===== src/rtl/md_sched_if.sv =====
// md_sched_if: E/M-stage request, cancel and HI/LO result signals of the mult/div scheduler.
// The master modport drives the pipeline side; the slave modport is the scheduler itself.

interface md_sched_if;
    logic        startE;
    logic [2:0]  md_opE;
    logic [31:0] srcA;
    logic [31:0] srcB;
    logic        flushE;
    logic        cancelM;
    logic        md_useD;
    logic        busy;
    logic        stallD;
    logic [31:0] hi;
    logic [31:0] lo;

    modport master (
        output startE,
        output md_opE,
        output srcA,
        output srcB,
        output flushE,
        output cancelM,
        output md_useD,
        input  busy,
        input  stallD,
        input  hi,
        input  lo
    );

    modport slave (
        input  startE,
        input  md_opE,
        input  srcA,
        input  srcB,
        input  flushE,
        input  cancelM,
        input  md_useD,
        output busy,
        output stallD,
        output hi,
        output lo
    );
endinterface


===== src/rtl/md_sched.sv =====
// md_sched: HI/LO scheduler; mult/multu hold busy 5 cycles, mthi/mtlo write at once.
// Define MD_SCHED_DIV_EN to add div/divu (10-cycle busy); otherwise opcodes 3/4 are no-ops.

module md_sched (
    input logic       clk,
    input logic       rst_n,
    md_sched_if.slave bus
);
    localparam logic [0:0] IDLE     = 1'b0;
    localparam logic [0:0] BUSY     = 1'b1;
    localparam logic [3:0] MULT_CNT = 4'd4;
    localparam logic [3:0] DIV_CNT  = 4'd9;

    localparam logic [2:0] OP_MULT  = 3'd1;
    localparam logic [2:0] OP_MULTU = 3'd2;
    localparam logic [2:0] OP_DIV   = 3'd3;
    localparam logic [2:0] OP_DIVU  = 3'd4;
    localparam logic [2:0] OP_MTHI  = 3'd5;
    localparam logic [2:0] OP_MTLO  = 3'd6;

    logic [0:0]  state_q, state_d;
    logic [3:0]  cnt_q, cnt_d;
    logic        first_q, first_d;
    logic [31:0] pend_hi_q, pend_hi_d;
    logic [31:0] pend_lo_q, pend_lo_d;
    logic        pend_wr_q, pend_wr_d;
    logic [31:0] hi_q, hi_d;
    logic [31:0] lo_q, lo_d;

    logic op_mult, op_div, op_mt, accept;

    assign op_mult = (bus.md_opE == OP_MULT) || (bus.md_opE == OP_MULTU);
    assign op_mt   = (bus.md_opE == OP_MTHI) || (bus.md_opE == OP_MTLO);
`ifdef MD_SCHED_DIV_EN
    assign op_div  = (bus.md_opE == OP_DIV) || (bus.md_opE == OP_DIVU);
`else
    assign op_div  = 1'b0;
`endif

    assign accept = bus.startE & ~bus.flushE & (state_q == IDLE) & (op_mult | op_div | op_mt);

    // Sign extension picks signed vs unsigned; the low 64 product bits are then the same.
    logic        mul_sgn;
    logic [63:0] mul_a, mul_b, mul_p;

    assign mul_sgn = (bus.md_opE == OP_MULT);
    assign mul_a   = {{32{mul_sgn & bus.srcA[31]}}, bus.srcA};
    assign mul_b   = {{32{mul_sgn & bus.srcB[31]}}, bus.srcB};
    assign mul_p   = mul_a * mul_b;

    logic [31:0] div_q, div_r;
    logic        div_wr;

`ifdef MD_SCHED_DIV_EN
    logic        div_sgn, a_neg, b_neg;
    logic [31:0] a_mag, b_mag, b_safe, q_mag, r_mag;

    // Divide magnitudes, then restore signs: quotient truncates, remainder follows dividend.
    assign div_sgn = (bus.md_opE == OP_DIV);
    assign a_neg   = div_sgn & bus.srcA[31];
    assign b_neg   = div_sgn & bus.srcB[31];
    assign a_mag   = a_neg ? (~bus.srcA + 32'd1) : bus.srcA;
    assign b_mag   = b_neg ? (~bus.srcB + 32'd1) : bus.srcB;
    assign b_safe  = (bus.srcB == 32'd0) ? 32'd1 : b_mag;
    assign q_mag   = a_mag / b_safe;
    assign r_mag   = a_mag % b_safe;
    assign div_q   = (a_neg ^ b_neg) ? (~q_mag + 32'd1) : q_mag;
    assign div_r   = a_neg ? (~r_mag + 32'd1) : r_mag;
    assign div_wr  = (bus.srcB != 32'd0);
`else
    assign div_q   = 32'd0;
    assign div_r   = 32'd0;
    assign div_wr  = 1'b0;
`endif

    always_comb begin
        state_d   = state_q;
        cnt_d     = cnt_q;
        first_d   = first_q;
        pend_hi_d = pend_hi_q;
        pend_lo_d = pend_lo_q;
        pend_wr_d = pend_wr_q;
        hi_d      = hi_q;
        lo_d      = lo_q;

        case (state_q)
            IDLE: begin
                if (accept) begin
                    if (op_mt) begin
                        if (bus.md_opE == OP_MTHI) begin
                            hi_d = bus.srcA;
                        end else begin
                            lo_d = bus.srcA;
                        end
                    end else begin
                        state_d = BUSY;
                        first_d = 1'b1;
                        if (op_mult) begin
                            cnt_d     = MULT_CNT;
                            pend_hi_d = mul_p[63:32];
                            pend_lo_d = mul_p[31:0];
                            pend_wr_d = 1'b1;
                        end else begin
                            cnt_d     = DIV_CNT;
                            pend_hi_d = div_r;
                            pend_lo_d = div_q;
                            pend_wr_d = div_wr;
                        end
                    end
                end
            end
            BUSY: begin
                first_d = 1'b0;
                if (first_q && bus.cancelM) begin
                    // Starting instruction faulted in M: drop the result.
                    state_d   = IDLE;
                    cnt_d     = 4'd0;
                    pend_hi_d = 32'd0;
                    pend_lo_d = 32'd0;
                    pend_wr_d = 1'b0;
                end else if (cnt_q == 4'd0) begin
                    state_d   = IDLE;
                    pend_wr_d = 1'b0;
                    if (pend_wr_q) begin
                        hi_d = pend_hi_q;
                        lo_d = pend_lo_q;
                    end
                end else begin
                    cnt_d = cnt_q - 4'd1;
                end
            end
            default: begin
                state_d = IDLE;
            end
        endcase
    end

    always_ff @(posedge clk or negedge rst_n) begin
        if (!rst_n) begin
            state_q   <= IDLE;
            cnt_q     <= 4'd0;
            first_q   <= 1'b0;
            pend_hi_q <= 32'd0;
            pend_lo_q <= 32'd0;
            pend_wr_q <= 1'b0;
            hi_q      <= 32'd0;
            lo_q      <= 32'd0;
        end else begin
            state_q   <= state_d;
            cnt_q     <= cnt_d;
            first_q   <= first_d;
            pend_hi_q <= pend_hi_d;
            pend_lo_q <= pend_lo_d;
            pend_wr_q <= pend_wr_d;
            hi_q      <= hi_d;
            lo_q      <= lo_d;
        end
    end

    assign bus.busy   = (state_q == BUSY);
    assign bus.stallD = bus.md_useD & ((state_q == BUSY) | (bus.startE & (op_mult | op_div)));
    assign bus.hi     = hi_q;
    assign bus.lo     = lo_q;
endmodule


===== src/flat_wrapper.sv =====
// flat-port wrapper written by rule: the top's interface ports become plain ports
module md_sched_flat 
  (clk, rst_n, bus_startE, bus_md_opE, bus_srcA, bus_srcB, bus_flushE, bus_cancelM, bus_md_useD, bus_busy, bus_stallD, bus_hi, bus_lo);
  md_sched_if bus_i ();
  input logic clk;
  input logic rst_n;
  input wire logic [$bits(bus_i.startE)-1:0] bus_startE;
  input wire logic [$bits(bus_i.md_opE)-1:0] bus_md_opE;
  input wire logic [$bits(bus_i.srcA)-1:0] bus_srcA;
  input wire logic [$bits(bus_i.srcB)-1:0] bus_srcB;
  input wire logic [$bits(bus_i.flushE)-1:0] bus_flushE;
  input wire logic [$bits(bus_i.cancelM)-1:0] bus_cancelM;
  input wire logic [$bits(bus_i.md_useD)-1:0] bus_md_useD;
  output wire logic [$bits(bus_i.busy)-1:0] bus_busy;
  output wire logic [$bits(bus_i.stallD)-1:0] bus_stallD;
  output wire logic [$bits(bus_i.hi)-1:0] bus_hi;
  output wire logic [$bits(bus_i.lo)-1:0] bus_lo;
  assign bus_i.startE = bus_startE;
  assign bus_i.md_opE = bus_md_opE;
  assign bus_i.srcA = bus_srcA;
  assign bus_i.srcB = bus_srcB;
  assign bus_i.flushE = bus_flushE;
  assign bus_i.cancelM = bus_cancelM;
  assign bus_i.md_useD = bus_md_useD;
  assign bus_busy = bus_i.busy;
  assign bus_stallD = bus_i.stallD;
  assign bus_hi = bus_i.hi;
  assign bus_lo = bus_i.lo;
  md_sched u_core (.clk(clk), .rst_n(rst_n), .bus(bus_i));
endmodule

===== config.mk =====
export PLATFORM = sky130hd
export DESIGN_NAME = md_sched_flat
export DESIGN_NICKNAME = d
export VERILOG_FILES = /design/src/rtl/md_sched_if.sv /design/src/rtl/md_sched.sv /design/src/flat_wrapper.sv
export SDC_FILE = /design/constraint.sdc
export NUM_CORES = 2
export LEC_CHECK = 0
export CORE_MARGIN = 1
export CORE_UTILIZATION = 29
export DETAILED_ROUTE_END_ITERATION = 7
export SLEW_MARGIN = 0
export SYNTH_ARGS = -nofsm -noshare
export SYNTH_HDL_FRONTEND = slang
export SYNTH_SLANG_ARGS = --single-unit

===== constraint.sdc =====
create_clock -name clk -period 2.1 [get_ports clk]
set_input_delay 0.42 -clock clk [delete_from_list [all_inputs] [get_ports clk]]
set_output_delay 0.42 -clock clk [all_outputs]
set_load 0.01 [all_outputs]

After elaboration in Yosys (flattened, before gate mapping):

Cells that the tools add are included.

* register bits: 135
* input port bits: 73

* reductions and logical operators: 10
* $mul: 1
* $add $sub $neg: 1
* bitwise operators: 11
* eq/ne operators: 15
* mux-type cells: 43

Operators by type and width (number)
* 32-bit 2-to-1 mux: 19
* 32-bit case mux with 2 select lines: 4
* 33-bit by 33-bit multiplier with 64-bit output: 1
* 4-bit 2-to-1 mux: 5
* 2-bit inequality test, second input constant: 7
* 6-bit AND reduction: 2
* 1-bit 2-to-1 mux: 11
* 3-bit AND reduction: 3
* 4-bit case mux with 2 select lines: 1
* 1-bit AND: 7
* 3-bit equality test, second input constant: 2
* 3-bit inequality test, second input constant: 2
* 1-bit case mux with 2 select lines: 3
* 4-bit logical NOT: 1
* 2-bit by 1-bit inequality test with 1-bit output, second input constant: 2
* 4-bit by 1-bit subtractor with 4-bit output, second input constant: 1
* 3-bit by 1-bit equality test with 1-bit output, second input constant: 1
* 3-bit by 2-bit equality test with 1-bit output, second input constant: 1
* 1-bit logical OR: 2
* 1-bit NOT: 2
* 1-bit bitwise OR: 2
* 2-bit AND reduction: 1
* 1-bit logical AND: 1

Logic depth before layout (Yosys ltp):

* depth after elaboration: 7
* mapped depth: 32
* gate-level depth less buffers: 30

Worst setup path after synthesis:

OpenSTA, ideal clock, no wires.

* kind: input -> register
* from: input bus_md_opE[1]
* to: register u_core.pend_hi_q[29]
* slack: -6.041 ns
* required time: 1.967 ns
* buffers on the path: 1
* data arrival time: 8.007 ns
* stages on the path: 31
* cell sequence: nand2b_1 -> nor2_1 -> and2_1 -> clkbuf_1 -> nand2_1 -> inv_1 -> fa_1 -> inv_1 -> fa_1 -> inv_1 -> fa_1 -> fa_1 -> inv_1 -> fa_1 -> inv_1 -> fa_1 -> inv_1 -> fa_1 -> fa_1 -> inv_1 -> ha_1 -> a21o_1 -> a21o_1 -> a21o_1 -> a21o_1 -> a21o_1 -> a21o_1 -> a21o_1 -> a211oi_1 -> xor2_1 -> o21ai_0

* longest elaborated chain between the ends: 7
* elaborated cells between the ends (all ways): 18

Ends and longest elaborated chain
* start, declared: line flat_wrapper.sv:8 `input wire logic [$bits(bus_i.md_opE)-1:0] bus_md_opE;`
* 3-bit by 1-bit equality test with 1-bit output: line md_sched.sv:32, md_sched.sv:46
* 1-bit AND, on equally long branches: line md_sched.sv:47, md_sched.sv:48
* 33-bit by 33-bit multiplier with 64-bit output: line md_sched.sv:49 `assign mul_p = mul_a * mul_b;`
* 32-bit 2-to-1 mux: line md_sched.sv:98 `if (op_mult) begin`
* 32-bit 2-to-1 mux: line md_sched.sv:89 `if (op_mt) begin`
* 32-bit 2-to-1 mux: line md_sched.sv:88 `if (accept) begin`
* 32-bit case mux with 2 select lines: line md_sched.sv:86 `case (state_q)`
* end signal, assigned: line md_sched.sv:152 `pend_hi_q <= pend_hi_d;`
* end, declared: line md_sched.sv:24 `logic [31:0] pend_hi_q, pend_hi_d;`

Parallel ways exist; a longest one is shown, timed or not. The select of a mux whose other input is x is not followed.
A chain may end at the register's enable or synchronous reset.

Worst setup path after layout:

* from: input bus_md_opE[1]
* to: register u_core.pend_hi_q[28]

Same word-level chain as after synthesis.

==> implementation parameters <==
Parameter                              Value

Logic synthesis
  Area fraction of the dominant cell type after synthesis ... 0.520
  Synth Cell Area ... 0.0433 mm2
  Most frequent cell after synthesis ... sky130_fd_sc_hd__inv_1
  Library cell with the largest summed area after synthesis ... sky130_fd_sc_hd__fa_1
  Top cells by instance count after synthesis ... 1136 x sky130_fd_sc_hd__inv_1, 1125 x sky130_fd_sc_hd__fa_1, 905 x sky130_fd_sc_hd__nand2_1
  Number of warning messages in the yosys log ... 0
  Syn Area/Cell ... approximately 9 um2
  Count of unique library cells instantiated by Yosys ... 63
  Share of flip-flops with an asynchronous set or reset after synthesis ... 1.00
  Number of enable flip-flop cells after synthesis ... 0
  Primary FF master, synth ... sky130_fd_sc_hd__dfrtp_1
  Synth Net Count ... a little over 6000
  Seq/Total Area, Yosys ... 0.0780
  Yosys reg bits ... about 140
  Cell count after synthesis ... 4756
  Cell types occupying the most area after synthesis ... sky130_fd_sc_hd__fa_1 52%, sky130_fd_sc_hd__inv_1 9.8%, sky130_fd_sc_hd__nand2_1 7.8%

Worst setup path
  CP Capture Point ... u_core.pend_hi_q[28]
  Depth of the most critical reg-to-reg path ... 5
  CP endpoint kind ... register
  Max Fanout on Critical Path ... 4
  Slowest stage cell, crit path ... sky130_fd_sc_hd__fa_1
  Minimum setup slack among reg-to-reg paths ... between 0.15 and 0.2 ns
  Worst R2R End ... u_core.pend_hi_q[11]
  Largest stage delay, worst path ... approximately 0.57 ns
  CP Data Required Time ... ~2.4 ns
  Launching element type of the critical path ... input port
  Launch instance of the worst register-to-register path ... u_core.bus.busy
  Data arrival, critical path ... 7.81 ns
  Beginning of the critical path ... bus_md_opE[1]
  Crit-path most repeated cell ... sky130_fd_sc_hd__fa_1
  Setup Crit Path Kind ... in -> reg

Clock tree
  TritonCTS buffer count ... 17
  Buffer type at the clock tree root ... sky130_fd_sc_hd__clkbuf_16
  Clock tree from TritonCTS ... built
  Maximum buffer depth of the clock tree ... 2
  Number of sinks driven by the clock tree ... around 140
  Register clock-pin slew on the reported worst setup and hold paths ... 0.06 ns
  H-tree Lvls ... 4
  Source-to-sink clock delay at the later pin of the worst-skew pair ... roughly 0.44 ns

GRT
  Remaining Overflow, GRT ... 0
  Antenna violations before repair ... 14
  Via count of the first global-routing pass ... around 38000
  Global-route wire length before repair ... between 200000 and 250000 um
  Overall global routing resource usage ... 0.202
  Maximum number of pins on one net before global-route repair ... 98

Place
  Number of port buffers ... about 140
  Global placement routability congestion ... 0.893
  Detailed-placement wirelength estimate ... 113000 um

Die
  Cell Rows ... 141
  Die Area ... between 0.15 and 0.2 mm2
  Die Ht ... ~400 um
  Starting Density ... 0.292
  Total I/O pin count ... between 100 and 150
  Core Footprint ... around 0.15 mm2
  DIE WIDTH ... ~390 um

Route
  Initial DRT Pass Iterations ... 5
  Post-route DRC violation count ... 0
  Number of vias per cell after detailed routing ... about 4.7
  Detailed router's first-iteration violation count ... about 2600
  Antenna-violating nets left ... 0
  Per-cell routed wire length ... 20.8 um
  Vias after detailed routing ... ~35000
  Wire length after detailed routing ... 153000 um

Hold path
  HP Class ... reg -> reg

STA
  Minimum setup slack in the final design ... -5.38 ns
  Share of the clock period used by the worst path ... 3.56
  Min Clock Period, post-route ... roughly 7.5 ns
  Number of failing setup endpoints in the final timing report ... a little over 60
  Relative slew margins ... 0.628
  Pins over their slew limit ... 0
  Worst Max-Slew Pin Slew ... between 0.5 and 0.6 ns
  Maximum operating frequency ... 134 MHz
  Count of endpoints failing hold in the final timing report ... 0
  Setup repair after global routing missed its margin ... yes
  Worst clock skew ... about 0.014 ns

Final layout
  Area used by multi-input combinational logic ... about 0.037 mm2
  Layout fillers ... ~14000
  Net count of the finished layout ... 6855
  End-of-flow core utilization ... 0.394
  Relative area change from synthesis to final layout ... 34.6%
  Fraction of layout instances using a drive strength above 1 ... 0.255
  Register area ... 0.00338 mm2

Run status
  Result of the run ... finished, violations left
  Failing checks ... negative setup slack

Run
  Total of max-cap violations ... 0
[what timing repair did]
action	in CTS	in global routing
gates cloned	35	6
setup endpoints to repair	63	61
setup buffers	104	74
gates resized for setup	482	395
hold buffers	1	0
pin swaps	209	280
endpoints found under the hold margin	45	0
[flip-flops by register name, indices dropped and copies added, names as in the netlist]
signal            count
u_core.bus.busy       1
u_core.pend_hi_q     32
u_core.first_q        1
u_core.pend_lo_q     32
u_core.cnt_q          4
u_core.bus.lo        32
u_core.pend_wr_q      1
u_core.bus.hi        32
[how the worst min path moves through the flow]
| stage | cells past startpoint | start | endpoint |
|---|---|---|---|
| final | 2 | u_core.bus.lo[15] | u_core.bus.lo[15] |
| after global routing | 2 | u_core.pend_lo_q[7] | u_core.pend_lo_q[7] |
| after CTS | 2 | u_core.bus.lo[15] | u_core.bus.lo[15] |
| after detailed placement | 1 | rst_n | u_core.bus.lo[14] |
| after global placement | 1 | rst_n | u_core.bus.lo[12] |
| after floorplan | 0 | rst_n | u_core.bus.busy |
[worst max-delay path, delay by kind of cell]
family,cells,cell delay (ns)
buffers and inverters,7,0.79
AOI/OAI and AO/OA,8,1.68
and+or+nand+nor,5,0.61
muxes,1,0.09
adders and majority gates,9,4.19
[cell usage in the layout (no fill, tap or decap), types with 70 or more instances in the layout]
| cell type | n |
|---|---|
| sky130_fd_sc_hd__fa_2 | 74 |
| sky130_fd_sc_hd__ha_1 | 141 |
| sky130_fd_sc_hd__buf_12 | 128 |
| sky130_fd_sc_hd__clkdlybuf4s50_1 | 70 |
| sky130_fd_sc_hd__buf_4 | 531 |
| sky130_fd_sc_hd__fa_1 | 1051 |
| sky130_fd_sc_hd__a21oi_1 | 78 |
| sky130_fd_sc_hd__o21ai_0 | 83 |
| sky130_fd_sc_hd__inv_2 | 74 |
| sky130_fd_sc_hd__dfrtp_1 | 134 |
| sky130_fd_sc_hd__buf_6 | 93 |
| sky130_fd_sc_hd__and2_1 | 264 |
| sky130_fd_sc_hd__nand2_1 | 851 |
| sky130_fd_sc_hd__inv_1 | 1056 |
[layout make-up]
cell class | count | share of cell area
antenna | 1 | 0.0000429
clock buffer | 21 | 0.00807
clock inverter | 10 | 0.00167
inverter | 1136 | 0.0735
multi-input combinational | 3222 | 0.640
sequential | 135 | 0.0580
tap | 1930 | 0.0414
timing repair buffer | 932 | 0.178
[through the flow]
step	hold WS, ns	setup TNS, ns	worst slack (ns)	instance area, um2	std cells
after global routing	0.498	-275.66	-5.56	58300	7387
after global placement	0.398	-331.09	-6.19	52600	7155
after detailed placement	0.394	-333.36	-6.30	52600	7155
final	0.476	-265.26	-5.38	58300	7387
after CTS	0.482	-263.23	-5.33	56400	7321
after floorplan	0.124	-248.96	-5.43	44900	4756
[per-layer routing]
| metal | vias to the layer above | wire length [um] | GRT usage |
|---|---|---|---|
| met4 | 8 | 3670 | 0.0502 |
| met2 | 1316 | 70800 | 0.321 |
| li1 | 15145 | - | - |
| met1 | 18394 | 65200 | 0.283 |
| met3 | 190 | 13600 | 0.0373 |
| met5 | - | 87 | 0 |
[logic make-up (layout without fill, tap and decap cells)]
logic type,count (synthesis),in the layout,synth area share
AOI/OAI and AO/OA,401,401,0.0553
adders and majority gates,1338,1338,0.582
buffers and inverters,1399,2099,0.121
and+or+nand+nor,1405,1405,0.148
DFF,135,135,0.0780
muxes,3,3,0.000723
xor gates and xnor gates,75,75,0.0152
other,0,1,0
Power is left out: the tool's default activity adds up to more than one toggle a clock period on the data nets, which glitch-free logic cannot reach.
